**src/rtl/cpu_types_pkg.sv**
```systemverilog
// Shared CPU/memory-system types: RAM word, RAM handshake status and the
// bus arbiter FSM state encoding.
package cpu_types_pkg;

   typedef logic [31:0] word_t;

   typedef enum logic [1:0] {
      FREE   = 2'd0,
      BUSY   = 2'd1,
      ACCESS = 2'd2,
      ERROR  = 2'd3
   } ramstate_t;

   typedef enum logic {
      IDLE  = 1'b0,
      SERVE = 1'b1
   } arb_state_t;

   // Width of the arbiter watchdog counter.
   localparam int WDOG_W = 8;

endpackage

```
**src/rtl/rr_picker.sv**
```systemverilog
// Round-robin find-first: returns the first asserted request at or after
// ptr, wrapping modulo N. Purely combinational.
module rr_picker #(
   parameter int N  = 4,
   parameter int IW = 2
) (
   input  logic [N-1:0]  req,
   input  logic [IW-1:0] ptr,
   output logic          valid,
   output logic [IW-1:0] idx
);

   // Scan offsets from farthest to nearest so the nearest hit wins.
   always_comb begin
      int j;
      valid = 1'b0;
      idx   = '0;
      j     = 0;
      for (int i = N - 1; i >= 0; i--) begin
         j = int'(ptr) + i;
         if (j >= N) j = j - N;
         if (req[j]) begin
            valid = 1'b1;
            idx   = IW'(j);
         end
      end
   end

endmodule

```
**src/rtl/bus_arbiter.sv**
```systemverilog
// Round-robin arbiter sharing one RAM port between CPUS cores, each with an
// instruction and a data source (source 2c = core c data, 2c+1 = core c
// instruction). One grant at a time, one IDLE bubble after each completion.
// Optional feature: define ARB_WATCHDOG_EN to build the SERVE-state watchdog
// that raises the sticky arb_timeout flag; otherwise arb_timeout is tied 0.
module bus_arbiter
   import cpu_types_pkg::*;
#(
   parameter int CPUS       = 2,
   parameter int WDOG_LIMIT = 255
) (
   input  logic                  CLK,
   input  logic                  RST,
   input  logic [CPUS-1:0]       iREN,
   input  word_t [CPUS-1:0]      iaddr,
   input  logic [CPUS-1:0]       dREN,
   input  logic [CPUS-1:0]       dWEN,
   input  word_t [CPUS-1:0]      daddr,
   input  word_t [CPUS-1:0]      dstore,
   output logic [CPUS-1:0]       iwait,
   output logic [CPUS-1:0]       dwait,
   output word_t [CPUS-1:0]      iload,
   output word_t [CPUS-1:0]      dload,
   input  ramstate_t             ramstate,
   input  word_t                 ramload,
   output word_t                 ramaddr,
   output word_t                 ramstore,
   output logic                  ramREN,
   output logic                  ramWEN,
   output logic                  arb_timeout
);

   localparam int NS = 2 * CPUS;
   localparam int IW = (NS > 1) ? $clog2(NS) : 1;

   arb_state_t    state, state_n;
   logic [IW-1:0] owner, owner_n;
   logic [IW-1:0] rr_ptr, rr_ptr_n;
   logic [NS-1:0] req;
   logic          pick_vld;
   logic [IW-1:0] pick_idx;
   logic          own_live;

   function automatic logic [IW-1:0] next_src(input logic [IW-1:0] s);
      return (s == IW'(NS - 1)) ? '0 : s + IW'(1);
   endfunction

   // Flatten core requests into the source vector; read wins over write.
   always_comb begin
      req = '0;
      for (int c = 0; c < CPUS; c++) begin
         req[2*c]   = dREN[c] | dWEN[c];
         req[2*c+1] = iREN[c];
      end
   end

   rr_picker #(
      .N  (NS),
      .IW (IW)
   ) u_pick (
      .req   (req),
      .ptr   (rr_ptr),
      .valid (pick_vld),
      .idx   (pick_idx)
   );

   // Route the owner's live request to the RAM and hand back wait/load.
   always_comb begin
      ramaddr  = '0;
      ramstore = '0;
      ramREN   = 1'b0;
      ramWEN   = 1'b0;
      iwait    = '1;
      dwait    = '1;
      iload    = '0;
      dload    = '0;
      own_live = 1'b0;
      if (state == SERVE) begin
         for (int c = 0; c < CPUS; c++) begin
            if (owner == IW'(2*c)) begin
               own_live = dREN[c] | dWEN[c];
               ramaddr  = daddr[c];
               ramstore = dstore[c];
               ramREN   = dREN[c];
               ramWEN   = dWEN[c] & ~dREN[c];
               if (own_live && ramstate == ACCESS) begin
                  dwait[c] = 1'b0;
                  if (dREN[c]) dload[c] = ramload;
               end
            end
            if (owner == IW'(2*c+1)) begin
               own_live = iREN[c];
               ramaddr  = iaddr[c];
               ramREN   = iREN[c];
               if (own_live && ramstate == ACCESS) begin
                  iwait[c] = 1'b0;
                  iload[c] = ramload;
               end
            end
         end
      end
   end

   // Grant on any request from IDLE; leave SERVE on completion or abort.
   always_comb begin
      state_n  = state;
      owner_n  = owner;
      rr_ptr_n = rr_ptr;
      case (state)
         IDLE: begin
            if (pick_vld) begin
               owner_n = pick_idx;
               state_n = SERVE;
            end
         end
         SERVE: begin
            if (!own_live) begin
               // Abandoned request: no completion, so fairness pointer stays.
               state_n = IDLE;
            end else if (ramstate == ACCESS) begin
               state_n  = IDLE;
               rr_ptr_n = next_src(owner);
            end
         end
         default: state_n = IDLE;
      endcase
   end

   // FSM, owner and round-robin pointer registers.
   always_ff @(posedge CLK) begin
      if (RST) begin
         state  <= IDLE;
         owner  <= '0;
         rr_ptr <= '0;
      end else begin
         state  <= state_n;
         owner  <= owner_n;
         rr_ptr <= rr_ptr_n;
      end
   end

`ifdef ARB_WATCHDOG_EN
   logic [WDOG_W-1:0] wd_cnt;
   logic              to_q;
   logic              wd_hit;

   // wd_cnt holds completed SERVE cycles; +1 counts the current one.
   assign wd_hit      = (state == SERVE) && ((int'(wd_cnt) + 1) >= WDOG_LIMIT);
   assign arb_timeout = to_q | wd_hit;

   // Watchdog counter restarts per grant; timeout flag is sticky until reset.
   always_ff @(posedge CLK) begin
      if (RST) begin
         wd_cnt <= '0;
         to_q   <= 1'b0;
      end else begin
         if (state == IDLE && pick_vld)
            wd_cnt <= '0;
         else if (state == SERVE && wd_cnt != '1)
            wd_cnt <= wd_cnt + WDOG_W'(1);
         if (wd_hit)
            to_q <= 1'b1;
      end
   end
`else
   assign arb_timeout = 1'b0;
`endif

endmodule

```
**config.mk**
```make
export PLATFORM = sky130hd
export DESIGN_NAME = bus_arbiter
export DESIGN_NICKNAME = d
export VERILOG_FILES = /design/src/rtl/cpu_types_pkg.sv /design/src/rtl/rr_picker.sv /design/src/rtl/bus_arbiter.sv
export SDC_FILE = /design/constraint.sdc
export NUM_CORES = 1
export LEC_CHECK = 0
export CAP_MARGIN = 20
export CORE_AREA = 2 2 167 169
export DETAILED_ROUTE_END_ITERATION = 6
export DIE_AREA = 0 0 169 171
export GPL_ROUTABILITY_DRIVEN = 0
export PLACE_DENSITY = 0.48
export SLEW_MARGIN = 15
export SYNTH_ARGS = -nofsm -noshare
export SYNTH_HDL_FRONTEND = slang
export SYNTH_SLANG_ARGS = --single-unit
```
**constraint.sdc**
```tcl
create_clock -name CLK -period 2.75 [get_ports CLK]
set_input_delay 0.825 -clock CLK [delete_from_list [all_inputs] [get_ports CLK]]
set_output_delay 0.825 -clock CLK [all_outputs]
set_load 0.01 [all_outputs]
```
==> results of run 1 <==
-- critical path, stage by stage --
cell and delay [ns]:
buf_8 0.10, nor3b_4 0.21, buf_6 0.14, buf_6 0.09
and3_4 0.22, buf_12 0.11, buf_16 0.10, buf_12 0.10
buf_6 0.09, and2_4 0.13, buf_6 0.10
-- cell usage after synthesis, drive strengths merged --
master   number
nor3          3
a21oi         3
a31oi         1
nand4         1
a211o         1
a22o         32
nand2        35
dfxtp         5
o2111ai       1
nor3b         1
a221oi        1
and3          5
o31ai         1
a22oi        64
and2        130
a211oi        2
clkbuf       20
a21o          2
or2           1
a32o          1
ha            4
inv          10
o21ai        36
o41ai         1
mux2i         1
nand3b        3
a21boi        1
conb          1
buf          28
nand3         2
nor4          1
nor2b        36
nor2          5
-- power breakdown --
part / switching (mW) / internal, mW
clock: 0.0477 / 0.192
sequential: 0.00345 / 0.0766
combinational: 0.480 / 0.721
total: 0.531 / 0.990
-- final cells by class --
type	instances	area, µm²
Fill cell	2905	18000
Timing Repair Buffer	566	5750
Multi-Input combinational cell	376	2940
Tap cell	346	433
Sequential cell	5	105
Clock buffer	4	78.8
Inverter	10	45.0
-- metrics by stage --
step / std cells / hold slack [ns]
finish: 1307 / 0.520
global route: 1307 / 0.544
detailed placement: 1224 / 0.509
CTS: 1305 / 0.517
floorplan: 439 / 0.476
global placement: 1224 / 0.513
-- worst min path at each step --
stage / endpoint / slack [ns] / cells past startpoint
floorplan: owner[1] / 0.48 / 2
global placement: rr_ptr[0] / 0.51 / 2
detailed placement: rr_ptr[1] / 0.51 / 2
CTS: rr_ptr[1] / 0.52 / 2
global route: rr_ptr[1] / 0.54 / 2
finish: rr_ptr[1] / 0.52 / 2
-- layout by cell type (no fill, tap or decap), types with 6 or more instances in the layout --
cell type	instances
nor2b_1	32
buf_4	50
clkdlybuf4s50_1	224
buf_6	142
a22oi_1	32
buf_8	14
dlygate4sd2_1	21
o21ai_2	7
and2_1	38
o21ai_0	6
clkdlybuf4s15_2	9
buf_2	55
nand2_1	32
clkbuf_2	19
buf_12	24
and2_4	92
a22oi_2	32
a22o_1	32
o21ai_1	23
-- registers in the layout, indices dropped and copies added, names as in the netlist --
| signal | flops |
|---|---|
| rr_ptr | 2 |
| state | 1 |
| owner | 2 |
-- kinds of logic after synthesis --
group	synth area share
other	0.00134
flip-flops	0.0357
buffers and inverters	0.0977
multiplexers	0.00357
AND/OR/NAND/NOR	0.467
AO/OA/AOI/OAI	0.377
adder cells (fa/ha/maj)	0.0178
-- routing by layer --
metal  global-route usage  part of all wire  up-vias
met5                    0                 0        -
met4               0.0294             0.014        0
met3               0.0278             0.070       21
met2                0.287              0.53      283
met1                0.172              0.38     2467
li1                     -                 -     2588
-- what timing repair did --
| item | 4_1_cts | 5_1_grt |
|---|---|---|
| buffers inserted | 65 | 19 |
| endpoints found under the setup margin | 198 | 180 |
| cloned | 13 | 2 |
| resized for setup | 783 | 351 |
| pin swaps | 41 | 31 |
| hold endpoints to repair | 0 | 0 |
==> out/qor.csv, run 1 <==
stage;metric;value;unit
detailed_routing;drt_wl_total;24.6;mm
setup_path;path_class;in -> out;
cts;clock_latency;0.23;ns
timing;rsz0062_at_grt;yes;
pwr;p_total;1.52;mW
timing;worst_clock_skew;0.00199;ns
synth;synth_warnings;0;
cts;h-tree-depth;1;
run_status;violations;negative setup slack;
cts;root_buffer;clkbuf_16;
place;dp_hpwl;16.9;mm
detailed_routing;ant_nets;0;
floorplanning;die_h;171;µm
hold_path;hold_class;reg -> reg;
cts;cts_hold_buf;0;
cells_and_area;area_delta_synth_final;233;%
setup_path;endpoint_kind;primary output;
detailed_routing;drc;0;
hold_path;worstHoldStart;rr_ptr[1];
global_routing;track_usage;0.149;
floorplanning;chipWidth;169;µm
synth;ys_ff_latch;5;
setup_path;crit_end;iload[6];
detailed_routing;drt-pass1-iter-count;4;
setup_path;cp_max_fo;5;
detailed_routing;wire_per_inst;18.8;µm
global_routing;grt-ovfl-total;0;
floorplanning;die-area;28900;µm²
cells_and_area;final_net_count;1200;
setup_path;reg2reg_from;owner[0];
timing;hold_viol_final;0;
place;dpl-instance-area;7940;µm²
global_routing;grt_antenna_before_repair;2;
setup_path;r2r_cells;9;
synth;synth_nets;677;
global_routing;grt_pass1_wl;32.7;mm
synth;synth_area_leader_cell;and2_1;
pwr;p_leak;4.24;nW
setup_path;cp.required;1.93;ns
synth;synth_area_leaders;and2_1, a22oi_1, a22o_1;
cts;cts_sinks;5;
cts;numCtsBuffers;3;
floorplanning;start_util;0.103;
cts;cts_tree;yes;
setup_path;setup.worst_path.start;ramstate[0];
place;dpl_worst_slack;-0.939;ns
run_status;status;complete, but fails checks;
synth;yosysUniqueCellTypes;39;
synth;synth-seq-area-share;0.0357;
place;numPortBuffers;431;
synth;synth_top_area_share;0.290;
cells_and_area;final_cell_area;9350;µm²
timing;setup_violations;132;
detailed_routing;vias;5359;
pwr;powerDensity;163;nW/µm²
cts;clkSlewWorstSetupHoldPaths;0.03;ns
detailed_routing;vias_per_cell;4.10;
timing;slew_violations;0;
timing;fmaxAchievable;328;MHz
cells_and_area;utilization;0.342;
setup_path;critical_path.startpoint_type;primary input;
pwr;ir_worst_vdd;116;µV
timing;period_needed;3.05;ns
detailed_routing;drtIter0Drc;174;
run;drv_cap;0;
cts;clockBufferDepth;2;
global_routing;first_global_vias;5185;
timing;fin_ws;-0.298;ns
synth;netlist_area;2810;µm²
floorplanning;coreArea;27300;µm²
setup_path;r2r_slack;0.88;ns
floorplanning;io_pins;433;
timing;setup_tns;-19.54;ns
synth;synth_cells;439;
timing;period_share;1.11;
synth;avgSynthCellArea;6.39;µm²
setup_path;r2r-end;rr_ptr[0];
setup_path;worstPathArrival;2.22;ns
cells_and_area;drive_gt1_frac;0.498;
cells_and_area;num_antenna_cells;0;
floorplanning;rows;61;
global_routing;grt_max_degree;34;
No activity file was read; power rests on OpenSTA's default activity.
==> inputs of run 2 (changes only) <==
Settings changed: CTS_CLUSTER_DIAMETER from default to 200.
==> results of run 2 <==
Same layout as run 1: the final DEF is identical, and so are final timing and power.
==> inputs of run 3 (changes only) <==
Settings changed: CTS_CLUSTER_DIAMETER 200 to 120, SKIP_CTS_REPAIR_TIMING from default to 1.
==> run 3 against run 2 <==
Compared with the run above:
- critical path depth down 1
- power fell by 1.6%
- largest cell class unchanged
- clock power about the same
- hold slack worse by 0.0013 ns
- the run still ends with negative setup slack left
- first-iteration DRC count shrank 9.2%
==> out/qor.csv, run 3 (synthesis gave the netlist of run 1 again) <==
stage;metric;value;unit
detailed_routing;vias;5211;
cells_and_area;final_common_cell;clkdlybuf4s50_1;
timing;hold_viol_final;0;
floorplanning;die-area;28900;µm²
setup_path;r2r-end;rr_ptr[0];
timing;worst_clock_skew;0.00201;ns
cts;numCtsBuffers;3;
detailed_routing;drc;0;
global_routing;grt-ovfl-total;0;
timing;hold_ws;0.518;ns
cts;root_buffer;clkbuf_16;
detailed_routing;ant_nets;0;
setup_path;worstPathArrival;2.17;ns
run_status;status;complete, but fails checks;
timing;period_needed;2.99;ns
setup_path;crit_end;iload[2];
cts;h-tree-depth;1;
setup_path;reg2reg_from;owner[0];
place;dp_hpwl;16.9;mm
place;dpl_worst_slack;-0.939;ns
floorplanning;coreArea;27300;µm²
timing;fmaxAchievable;334;MHz
cells_and_area;reg_top3;owner: 2 flops, rr_ptr: 2 flops, state: 1 flops;
run;drv_cap;0;
global_routing;track_usage;0.127;
pwr;ir_worst_vdd;108;µV
run_status;violations;negative setup slack;
detailed_routing;drt-pass1-iter-count;4;
global_routing;grt_antenna_before_repair;2;
setup_path;endpoint_kind;primary output;
cells_and_area;drive_gt1_frac;0.428;
pwr;p_total;1.50;mW
cells_and_area;final_net_count;1161;
cts;cts_tree;yes;
cts;cts_sinks;5;
detailed_routing;drtIter0Drc;158;
timing;setup_violations;126;
setup_path;cp_max_fo;6;
detailed_routing;drt_wl_total;23.7;mm
cells_and_area;num_antenna_cells;0;
timing;period_share;1.09;
timing;slew_violations;0;
global_routing;grt_max_degree;34;
detailed_routing;vias_per_cell;4.11;
floorplanning;rows;61;
global_routing;grt_pass1_wl;28.4;mm
hold_path;worstHoldStart;rr_ptr[1];
pwr;powerDensity;167;nW/µm²
setup_path;r2r_cells;9;
setup_path;setup.worst_path.start;ramstate[1];
place;numPortBuffers;431;
floorplanning;die_h;171;µm
cts;clockBufferDepth;2;
setup_path;path_class;in -> out;
cells_and_area;mostFrequentLayoutCells;clkdlybuf4s50_1, buf_6, and2_4;
global_routing;first_global_vias;4714;
cells_and_area;area_delta_synth_final;219;%
pwr;p_leak;4.51;nW
cells_and_area;utilization;0.327;
setup_path;critical_path.startpoint_type;primary input;
cts;clkSlewWorstSetupHoldPaths;0.03;ns
cts;clock_latency;0.23;ns
timing;fin_ws;-0.244;ns
floorplanning;io_pins;433;
floorplanning;start_util;0.103;
timing;rsz0062_at_grt;yes;
detailed_routing;wire_per_inst;18.7;µm
setup_path;cp.required;1.93;ns
hold_path;hold_class;reg -> reg;
floorplanning;chipWidth;169;µm
setup_path;r2r_slack;0.86;ns
run 3: layout make-up:
| type | instances | area [µm²] |
|---|---|---|
| multi-input combinational | 376 | 2850 |
| clock buffer | 4 | 78.8 |
| inverter | 10 | 42.5 |
| timing repair buffer | 527 | 5430 |
| fill | 2927 | 18400 |
| tap | 346 | 433 |
| sequential | 5 | 103 |
run 3: worst min-delay path by stage:
stage | end | depth (start not counted) | slack (ns)
CTS | rr_ptr[1] | 2 | 0.52
floorplan | owner[1] | 2 | 0.48
global route | rr_ptr[1] | 2 | 0.54
detailed placement | rr_ptr[1] | 2 | 0.51
global placement | rr_ptr[0] | 2 | 0.51
finish | rr_ptr[1] | 2 | 0.52
run 3: power by group:
part | switching, mW | internal [mW]
registers | 0.00263 | 0.0772
logic | 0.463 | 0.714
clock network | 0.0464 | 0.192
run 3: metrics by stage:
stage | cells | setup TNS (ns) | cell area (µm²)
floorplan | 439 | 0 | 2810
global placement | 1224 | -132.54 | 7940
detailed placement | 1224 | -130.62 | 7940
CTS | 1228 | -136.84 | 8020
global route | 1268 | -24.52 | 8940
finish | 1268 | -15.70 | 8940
run 3: layer usage:
layer  vias to the layer above  track usage  wire length (µm)
met1                      2388        0.145              9360
met3                        20       0.0280              1680
met2                       288        0.247             12200
met5                         -            0                 0
met4                         0       0.0160               378
li1                       2515            -                 -
run 3: critical path, cell delays in order:
cell,delay [ns]
buf_8,0.07
inv_4,0.03
nor3b_4,0.27
buf_4,0.17
and3_4,0.21
clkbuf_16,0.14
buf_12,0.11
buf_6,0.10
and2_1,0.11
buf_2,0.13
